[config.mk]
export PLATFORM = sky130hd
export DESIGN_NAME = dmux8way16_buffered
export DESIGN_NICKNAME = d
export VERILOG_FILES = /design/src/rtl/dmux8way16_buffered.sv
export SDC_FILE = /design/constraint.sdc
export NUM_CORES = 1
export LEC_CHECK = 0
export CAP_MARGIN = 20
export CORE_MARGIN = 10
export CORE_UTILIZATION = 50
export DETAILED_ROUTE_END_ITERATION = 8
export PLACE_DENSITY = 0.82
export RECOVER_POWER = 100
export SKIP_LAST_GASP = 1
export SYNTH_ARGS = -nofsm -noshare
export SYNTH_HDL_FRONTEND = slang
export SYNTH_SLANG_ARGS = --single-unit
[constraint.sdc]
create_clock -name clock -period 5.4 [get_ports clock]
set_input_delay 0.54 -clock clock [delete_from_list [all_inputs] [get_ports clock]]
set_output_delay 0.54 -clock clock [all_outputs]
set_load 0.05 [all_outputs]
[src/rtl/dmux8way16_buffered.sv]
// ---------------------------------------------------------------------------
// dmux8way16_buffered
//
// Buffered 1-to-8 demultiplexer. It steers one WIDTH-bit input word to one of
// eight output channels, chosen by sel. Each channel has a one-deep holding
// slot with its own valid/ready handshake. A stalled consumer therefore blocks
// only its own channel.
//
// Ports:
//   clock      in   1        system clock; all state changes on rising edge
//   reset      in   1        synchronous active-high reset
//   in         in   WIDTH    word to route
//   sel        in   3        destination channel 0..7 (used when in_valid=1)
//   in_valid   in   1        in/sel valid this cycle
//   in_ready   out  1        block accepts in this cycle (combinational)
//   out        out  8*WIDTH  channel i data on [WIDTH*i +: WIDTH]; 0 when empty
//   out_valid  out  8        channel i slot holds a word (registered)
//   out_ready  in   8        consumer i takes its word this cycle
//   delivered  out  16       only with DMUX_DELIVERED_COUNT_EN: running count
//                            of completed output handshakes, modulo 2^16
//
// Optional feature macro: DMUX_DELIVERED_COUNT_EN
// ---------------------------------------------------------------------------
module dmux8way16_buffered #(
    parameter int WIDTH = 16
) (
    input  logic                 clock,
    input  logic                 reset,
    input  logic [WIDTH-1:0]     in,
    input  logic [2:0]           sel,
    input  logic                 in_valid,
    output logic                 in_ready,
    output logic [8*WIDTH-1:0]   out,
    output logic [7:0]           out_valid,
    input  logic [7:0]           out_ready
`ifdef DMUX_DELIVERED_COUNT_EN
    ,
    output logic [15:0]          delivered
`endif
);

    logic [7:0]       r_full;
    logic [WIDTH-1:0] r_data [8];

    logic             w_accept;
    logic [7:0]       w_load;
    logic [7:0]       w_drain;

    // A slot can take a word when it is empty or is being emptied this cycle.
    assign in_ready = ~r_full[sel] | out_ready[sel];
    assign w_accept = in_valid & in_ready;
    assign w_drain  = r_full & out_ready;

    // Decode the accepted word into a one-hot load strobe for its channel.
    always_comb begin
        w_load = 8'h00;
        if (w_accept) begin
            w_load[sel] = 1'b1;
        end else begin
            w_load = 8'h00;
        end
    end

    // Per-channel slot update. Reload takes priority over drain, so a channel
    // that drains and reloads on the same edge stays full with no bubble.
    always_ff @(posedge clock) begin
        if (reset) begin
            r_full <= 8'h00;
            for (int i = 0; i < 8; i++) begin
                r_data[i] <= '0;
            end
        end else begin
            for (int i = 0; i < 8; i++) begin
                if (w_load[i]) begin
                    r_full[i] <= 1'b1;
                    r_data[i] <= in;
                end else if (w_drain[i]) begin
                    // Clear data on drain so an empty slot reads as zero.
                    r_full[i] <= 1'b0;
                    r_data[i] <= '0;
                end else begin
                    r_full[i] <= r_full[i];
                    r_data[i] <= r_data[i];
                end
            end
        end
    end

    assign out_valid = r_full;

    // Flatten the channel slots onto the wide output bus.
    genvar g;
    generate
        for (g = 0; g < 8; g++) begin : g_out
            assign out[WIDTH*g +: WIDTH] = r_data[g];
        end
    endgenerate

`ifdef DMUX_DELIVERED_COUNT_EN
    logic [15:0] r_delivered;

    // Number of set bits in an 8-bit handshake vector.
    function automatic logic [3:0] popcount8(input logic [7:0] v);
        logic [3:0] c;
        c = 4'd0;
        for (int i = 0; i < 8; i++) begin
            c = c + {3'd0, v[i]};
        end
        return c;
    endfunction

    // Running total of completed output handshakes over all channels.
    always_ff @(posedge clock) begin
        if (reset) begin
            r_delivered <= 16'h0000;
        end else begin
            r_delivered <= r_delivered + {12'h000, popcount8(w_drain)};
        end
    end

    assign delivered = r_delivered;
`endif

endmodule
After elaboration in Yosys (flattened, before gate mapping)
Memories as Yosys holds them, arrays and structs flattened.
Index checks and enable logic that the tools add are counted.
Widths: inputs -> output; s select.
{ "classes": {"n_addsub": 0, "mul": 0, "n_div": 0, "order_cmp": 2, "n_eq_ne": 0, "shift": 0, "muxes": 137, "bitwise": 28, "n_reduce_logical": 9} }
{ "op_table": {"columns": ["op", "count"], "rows": [
  ["$mux 16", 24],
  ["$mux 1", 109],
  ["$or 1x1->1", 25],
  ["$reduce_bool 2->1", 8],
  ["$and 8x8->8", 1],
  ["$mux 8", 1],
  ["$bmux 1 s3", 2],
  ["$lt 3x4->1 const B", 1],
  ["$demux 1 s3", 1],
  ["$ge 3x1->1 const B", 1],
  ["$and 1x1->1", 1],
  ["$logic_and 1x1->1", 1],
  ["$not 1->1", 1]
]} }
{ "totals": {"regBits": 8, "latchBits": 0, "ramBits": 128, "rom_bits": 0, "inputBits": 30, "out_inout_bits": 137, "wordCells": 185, "memories": 1} }
{ "memory_table": {"columns": ["name", "words", "word_bits", "rd", "rd_ports_with_merged_regs", "wr", "line", "rtl"], "rows": [
  ["r_data", 8, 16, 8, 0, 8, "43", "logic [WIDTH-1:0] r_data [8];"]
]} }

Logic depth before layout (Yosys ltp)
Gate-level depths: netlist of the first run.
{ "logic_depth": {"depth_word": 12, "mapped_depth": 6, "ltp_nobuf": 3} }

Least setup slack after synthesis of the first run
No wires, ideal clock.
{ "synth_timing": {"path_type": "input-to-reg", "start": "input port sel[2]", "end": "memory r_data[0][0] (enable)", "setup_ns": 0.411, "arrival_ns": 2.420, "t_required_ns": 4.989, "path_slack_ns": 2.569, "stages": 3, "path_buffers": 1, "path_cell_list": "buf_6 > or4b_4 > o21ai_0"} }
{ "synth_rtl": {"columns": ["item", "line", "rtl"], "rows": [
  ["from (decl)", "30", "input logic [2:0] sel,"],
  ["to (decl)", "43", null]
]} }

Worst setup path after layout of the first run
{ "layout_timing": {"start": "input port sel[1]", "end": "output port in_ready"} }
{ "layout_via": {"elab_chain_len": 4, "elab_cells_between_ends": 6, "cone_classes": "mux (4); bitwise (2)"} }
{ "layout_lines": {"columns": ["item", "line", "rtl"], "rows": [
  ["$bmux 1 s3", "50", "assign in_ready = ~r_full[sel] | out_ready[sel];"],
  ["$mux 1 (not written as such)", "50", null],
  ["$not 1->1", "50", null],
  ["$or 1x1->1 (*)", "50", null],
  ["to (decl)", "32", "output logic in_ready,"]
]} }
Mark *: on every way between the ends. The rest lies on a longest branch, timed or not. The select of a mux whose other input is x is not followed.

==> results of run 1 <==
==> layout make-up <==
| class | count | area [µm²] |
|---|---|---|
| clock inverters | 14 | 160.2 |
| multi-input cells | 199 | 1116 |
| clock buffers | 18 | 427.9 |
| fillers | 687 | 2680 |
| well taps | 136 | 170.2 |
| repair buffers | 175 | 1719 |
| flip-flops and latches | 136 | 4004 |
==> cell families (layout without fill, tap and decap cells) <==
group | Yosys count | count (layout)
AO/OA/AOI/OAI | 25 | 25
buffers and inverters | 20 | 207
multiplexers | 6 | 6
AND/OR/NAND/NOR | 168 | 168
flip-flops | 136 | 136
==> per-stage QoR <==
step	hold WS [ns]	power (µW)	cell area [µm²]	worst slack, ns	cells
after floorplan	0.7218	1600	5241	2.569	355
after global placement	0.5205	1788	7027	1.951	644
after detailed placement	0.5307	1795	7027	1.893	644
after CTS	0.5462	2932	7615	1.889	676
after global routing	0.5800	2960	7597	1.737	678
final	0.5420	2893	7597	1.823	678
==> report_power, final <==
group	switching, µW	internal, µW
clock	469	681
combinational	353	130
sequential	22.8	1240
==> state kept, by name (all words and copies together), names as in the netlist <==
register	cells
r_data	128
out_valid	8
==> synth_stat cells (all sizes together) <==
library cell  number
edfxtp           128
nor2              81
and2              48
nand2b            24
a21oi             15
clkbuf            15
dfxtp              8
o21ai              7
and3               5
buf                5
mux4               4
nand4b             3
nand4bb            3
a31oi              2
a211o              1
mux2               1
mux2i              1
nand2              1
nand4              1
nor3b              1
or4b               1
==> layer usage <==
| metal | vias up | wire [µm] |
|---|---|---|
| met5 | - | 0 |
| met4 | 0 | 199 |
| met3 | 19 | 1437 |
| met2 | 161 | 7219 |
| met1 | 1706 | 5026 |
| li1 | 1605 | - |
==> critical path: cells and delay by family <==
| family | cells | cell delay (ns) |
|---|---|---|
| buffers and inverters | 2 | 1.61 |
| muxes | 2 | 0.83 |
| and+or+nand+nor | 1 | 0.06 |
==> worst max-delay path by stage <==
| stage | end | from | depth (start not counted) | slack (ns) |
|---|---|---|---|---|
| 2_1_floorplan | r_data[0][0] | sel[2] | 3 | 2.57 |
| 3_3_place_gp | in_ready | sel[1] | 5 | 1.95 |
| 3_5_place_dp | in_ready | sel[1] | 5 | 1.89 |
| 4_1_cts | in_ready | sel[1] | 5 | 1.89 |
| 5_1_grt | in_ready | sel[1] | 5 | 1.74 |
| 6_report | in_ready | sel[1] | 5 | 1.82 |
==> flow_summary.ini, run 1 <==
[status]
status = finished, violations left
violations = max-capacitance violations, max-slew violations

[sta]
timing.final.crit_share = 0.6623
setup_tns_ns = 0
rsz0062_at_grt = no
timing.final.crit_period_ns = 3.577
final_hold_viol_count = 0
setup_viol = 0
max_freq_mhz = 279.6
maxSlewHeadroom = -0.4733
worst_slew_pin_slew_ns = 2.187
fin_worst_skew_ns = 0.008860
slew_violations = 17

[logic_synthesis]
post_synth_and_or_nand_nor_area_fraction = 0.1673
yosysTopAreaCell = edfxtp_1
yosysUniqueCellTypes = 24
avgSynthCellArea_um2 = 14.76
yosysWarnings = 0
yosysSeqAreaShare = 0.7639
ys_ff_latch = 136
netlist_area_um2 = 5241
synth_adder_area_share = 0
synth_cells = 355
synthXorXnorAreaFrac = 0
synth_top_area_frac = 0.7333
synth.area.top_cells = edfxtp_1 (73%), nor2_1 (5.8%), and2_1 (5.7%)
synth.area.mux_share = 0.02125
synth-compound-area-share = 0.02793
synth_top_family_by_area = simple AND/OR/NAND/NOR gates
syn_nets = 385

[worst_setup_path]
critPathSlowestCell = dlygate4sd3_1
rr_startpoint = out_valid[1]
reg2reg_slack_ns = 2.92
arrival_ns = 3.04
path_class = input pin to output port
worstSetupEndpointType = output port
path_cells = clkdlybuf4s50_1 > mux4_2 > mux2_2 > nand2_1 > dlygate4sd3_1
reg2reg_depth = 1
reg2reg_to = r_data[0][22]
cp-start-kind = input pin
critPathMaxFanout = 11
cp.required_ns = 4.86
crit_path_max_incr_delay_ns = 0.88

[global_route]
grt_max_degree = 36
grt_overflow = 0
antenna_found_initial = 0
grt_pass1_vias = 3613
grt_pass1_wl_um = 20700
grt_util_met1 = 0.2023
grt_usage = 0.1862
grt-busiest-layer = met2
met2_usage = 0.3210
gr-usage-met3 = 0.08035

[floorplan]
die_h_um = 122.4
pin_count = 167
dieArea_um2 = 14980
die_x_um = 122.4
start_util = 0.5100
rows = 37
core_area_um2 = 10280

[detailed_routing]
wirelength_um = 13880
via_per_inst = 5.149
dr.pass1.iters = 4
drc = 0
vias = 3491
drt-initial-drc-count = 368
ant_nets = 0
avgRoutedWirePerCell_um = 20.47

[placed_design]
dpl.hpwl_um = 9888
port_buffers = 166
gp_congestion = 0.8859

[power_and_ir_drop]
power_density_nw_per_um2 = 380.8
vdd_drop_max_mv = 0.2116
leakage_uw = 0.003000

[clocking]
htreeDepth = 4
postCtsHoldBufs = 0
clk_pin_slew_ns = 0.06
cts_setup_buffers = 0
clock-sinks = 136
cts_tree = done
numCtsBuffers = 17
clkLatencyLatePin_ns = 0.53
cts_root_buf = clkbuf_8
clockBufferDepth = 2
cts_resized = 0

[layout]
layout_common_cells = dlygate4sd3_1 (138), edfxtp_1 (128), nor2_1 (81), and2_0 (35), clkdlybuf4s50_1 (28)
drive_gt1_frac = 0.07011
synthToLayoutAreaGrowth_pct = 44.95
final_common_cell = dlygate4sd3_1
utilization = 0.7392
antennaDiodeCount = 0
fin_nets = 559

[min_path]
hold-path-endpoint = out_valid[3]
min_path_cells = 2
hp-start = out_valid[3]
min_path_type = register to register

[flow_run]
maxCapViolations = 1
Note: power is estimated with default switching activity, not from simulation.
==> run 2, diff against run 1 <==
--- a/config.mk
+++ b/config.mk
@@ -7,9 +7,9 @@
 export LEC_CHECK = 0
 export CAP_MARGIN = 20
 export CORE_MARGIN = 10
-export CORE_UTILIZATION = 50
+export CORE_UTILIZATION = 46
 export DETAILED_ROUTE_END_ITERATION = 8
-export PLACE_DENSITY = 0.82
+export PLACE_DENSITY = 0.77
 export RECOVER_POWER = 100
 export SKIP_LAST_GASP = 1
 export SYNTH_ARGS = -nofsm -noshare
==> constraint.sdc (replaced) <==
create_clock -name clock -period 3.5 [get_ports clock]
set_input_delay 0.35 -clock clock [delete_from_list [all_inputs] [get_ports clock]]
set_output_delay 0.35 -clock clock [all_outputs]
set_load 0.05 [all_outputs]
==> flow_summary.ini, run 2 (same netlist as run 1, synthesis figures left out) <==
[worst_setup_path]
worstSetupEndpointType = output port
critPathSlowestCell = dlygate4sd3_1
path_class = input pin to output port
cp-start-kind = input pin
cp.required_ns = 3.15
reg2reg_depth = 3
arrival_ns = 2.89
crit_end = in_ready
critPathMaxFanout = 11
crit_path_max_incr_delay_ns = 0.82
path_cells = dlygate4sd3_1 > mux4_2 > mux2_2 > nand2_1 > clkdlybuf4s50_1
reg2reg_to = r_data[0][14]
setup.worst_path.start = sel[1]
reg2reg_slack_ns = 1.73
rr_startpoint = out_valid[0]

[global_route]
grt_overflow = 0
grt_pass1_wl_um = 21290
antenna_found_initial = 0
grt_pass1_vias = 3667
grt_max_degree = 24
grt_usage = 0.1701

[sta]
setup_viol = 0
worst_slew_pin_slew_ns = 1.189
timing.final.crit_period_ns = 3.239
rsz0062_at_grt = no
max_freq_mhz = 308.7
maxSlewHeadroom = 0.2038
final_hold_viol_count = 0
fin_ws_ns = 0.2609
fin_worst_skew_ns = 0.01248
slew_violations = 0
timing.final.crit_share = 0.9255
setup_tns_ns = 0

[flow_run]
maxCapViolations = 0

[power_and_ir_drop]
vdd_drop_max_mv = 0.2613
p_total_uw = 4615
power_density_nw_per_um2 = 604.0
leakage_uw = 0.003008

[layout]
final_common_cell = dlygate4sd3_1
synthToLayoutAreaGrowth_pct = 45.79
largest_reg_flops = 128
drive_gt1_frac = 0.06446
top_register = r_data
antennaDiodeCount = 0
fin_nets = 560
layout_common_cells = dlygate4sd3_1 (139), edfxtp_1 (128), nor2_1 (81), and2_0 (39), clkdlybuf4s50_1 (27)
utilization = 0.6957
instances_no_fill = 683

[detailed_routing]
drc = 0
wirelength_um = 13610
dr.pass1.iters = 5
vias = 3442
avgRoutedWirePerCell_um = 19.92
via_per_inst = 5.040
ant_nets = 0
drt-initial-drc-count = 263

[clocking]
cts_tree = done
cts_setup_buffers = 0
postCtsHoldBufs = 0
htreeDepth = 4
clockBufferDepth = 2
numCtsBuffers = 17
cts_resized = 0
clock-sinks = 136
cts_root_buf = clkbuf_16
clk_pin_slew_ns = 0.06
clkLatencyLatePin_ns = 0.41

[status]
status = finished, final reports clean

[floorplan]
die_h_um = 126.7
dieArea_um2 = 16060
pin_count = 167
die_x_um = 126.7
rows = 38
core_area_um2 = 10980
start_util = 0.4772

[placed_design]
dpl.hpwl_um = 10220
port_buffers = 166
dp_slack_ns = 0.3601
gp_congestion = 0.8774
placed_cells = 650

[min_path]
min_path_type = register to register
==> run 2: changes by cell type in the layout (fill, tap and decap cells not counted), moves of 2 or more <==
cell	delta
inv_6	-7
and2_0	+4
and2_1	-4
clkbuf_1	+4
bufinv_16	+3
clkinvlp_4	+2
==> run 2: power by group <==
part	switching, µW	total (µW)	internal (µW)
sequential	34.7	1940	1910
combinational	543	741	198
clock	648	1930	1280
total	1230	4610	3390
==> run 2: critical path, delay by kind of cell <==
family        cells  cell delay [ns]
buf+inv           2             1.63
mux               2             0.83
simple gates      1             0.08
==> run 2: how the worst min path moves through the flow <==
stage / from / endpoint / slack (ns) / cells past startpoint
floorplan: out_ready[0] / out_valid[0] / 0.53 / 2
global placement: out_valid[3] / out_valid[3] / 0.52 / 2
detailed placement: out_valid[4] / out_valid[4] / 0.52 / 2
CTS: out_valid[4] / out_valid[4] / 0.53 / 2
global route: out_valid[4] / out_valid[4] / 0.57 / 2
finish: out_valid[4] / out_valid[4] / 0.52 / 2
==> run 2: routing by layer <==
metal | share of wire | vias to the layer above | global-route usage | routed length (µm)
met4 | 0.0084 | 0 | 0.04220 | 114
met5 | 0 | - | 0 | 0
li1 | - | 1607 | - | -
met2 | 0.51 | 143 | 0.2886 | 6917
met3 | 0.087 | 13 | 0.07164 | 1179
met1 | 0.40 | 1679 | 0.1944 | 5393
==> run 2: area by class of cell <==
cell class	count	area (µm²)
well taps	140	175.2
clock buffers	20	446.7
repair buffers	176	1699
flip-flops and latches	136	4004
clock inverters	12	200.2
fillers	780	3342
multi-input cells	199	1116
==> run 2: metrics by stage <==
step | hold WS (ns) | instance area (µm²)
after global routing | 0.5702 | 7641
final | 0.5248 | 7641
after global placement | 0.5187 | 7043
after CTS | 0.5294 | 7690
after detailed placement | 0.5201 | 7043
after floorplan | 0.5318 | 5241
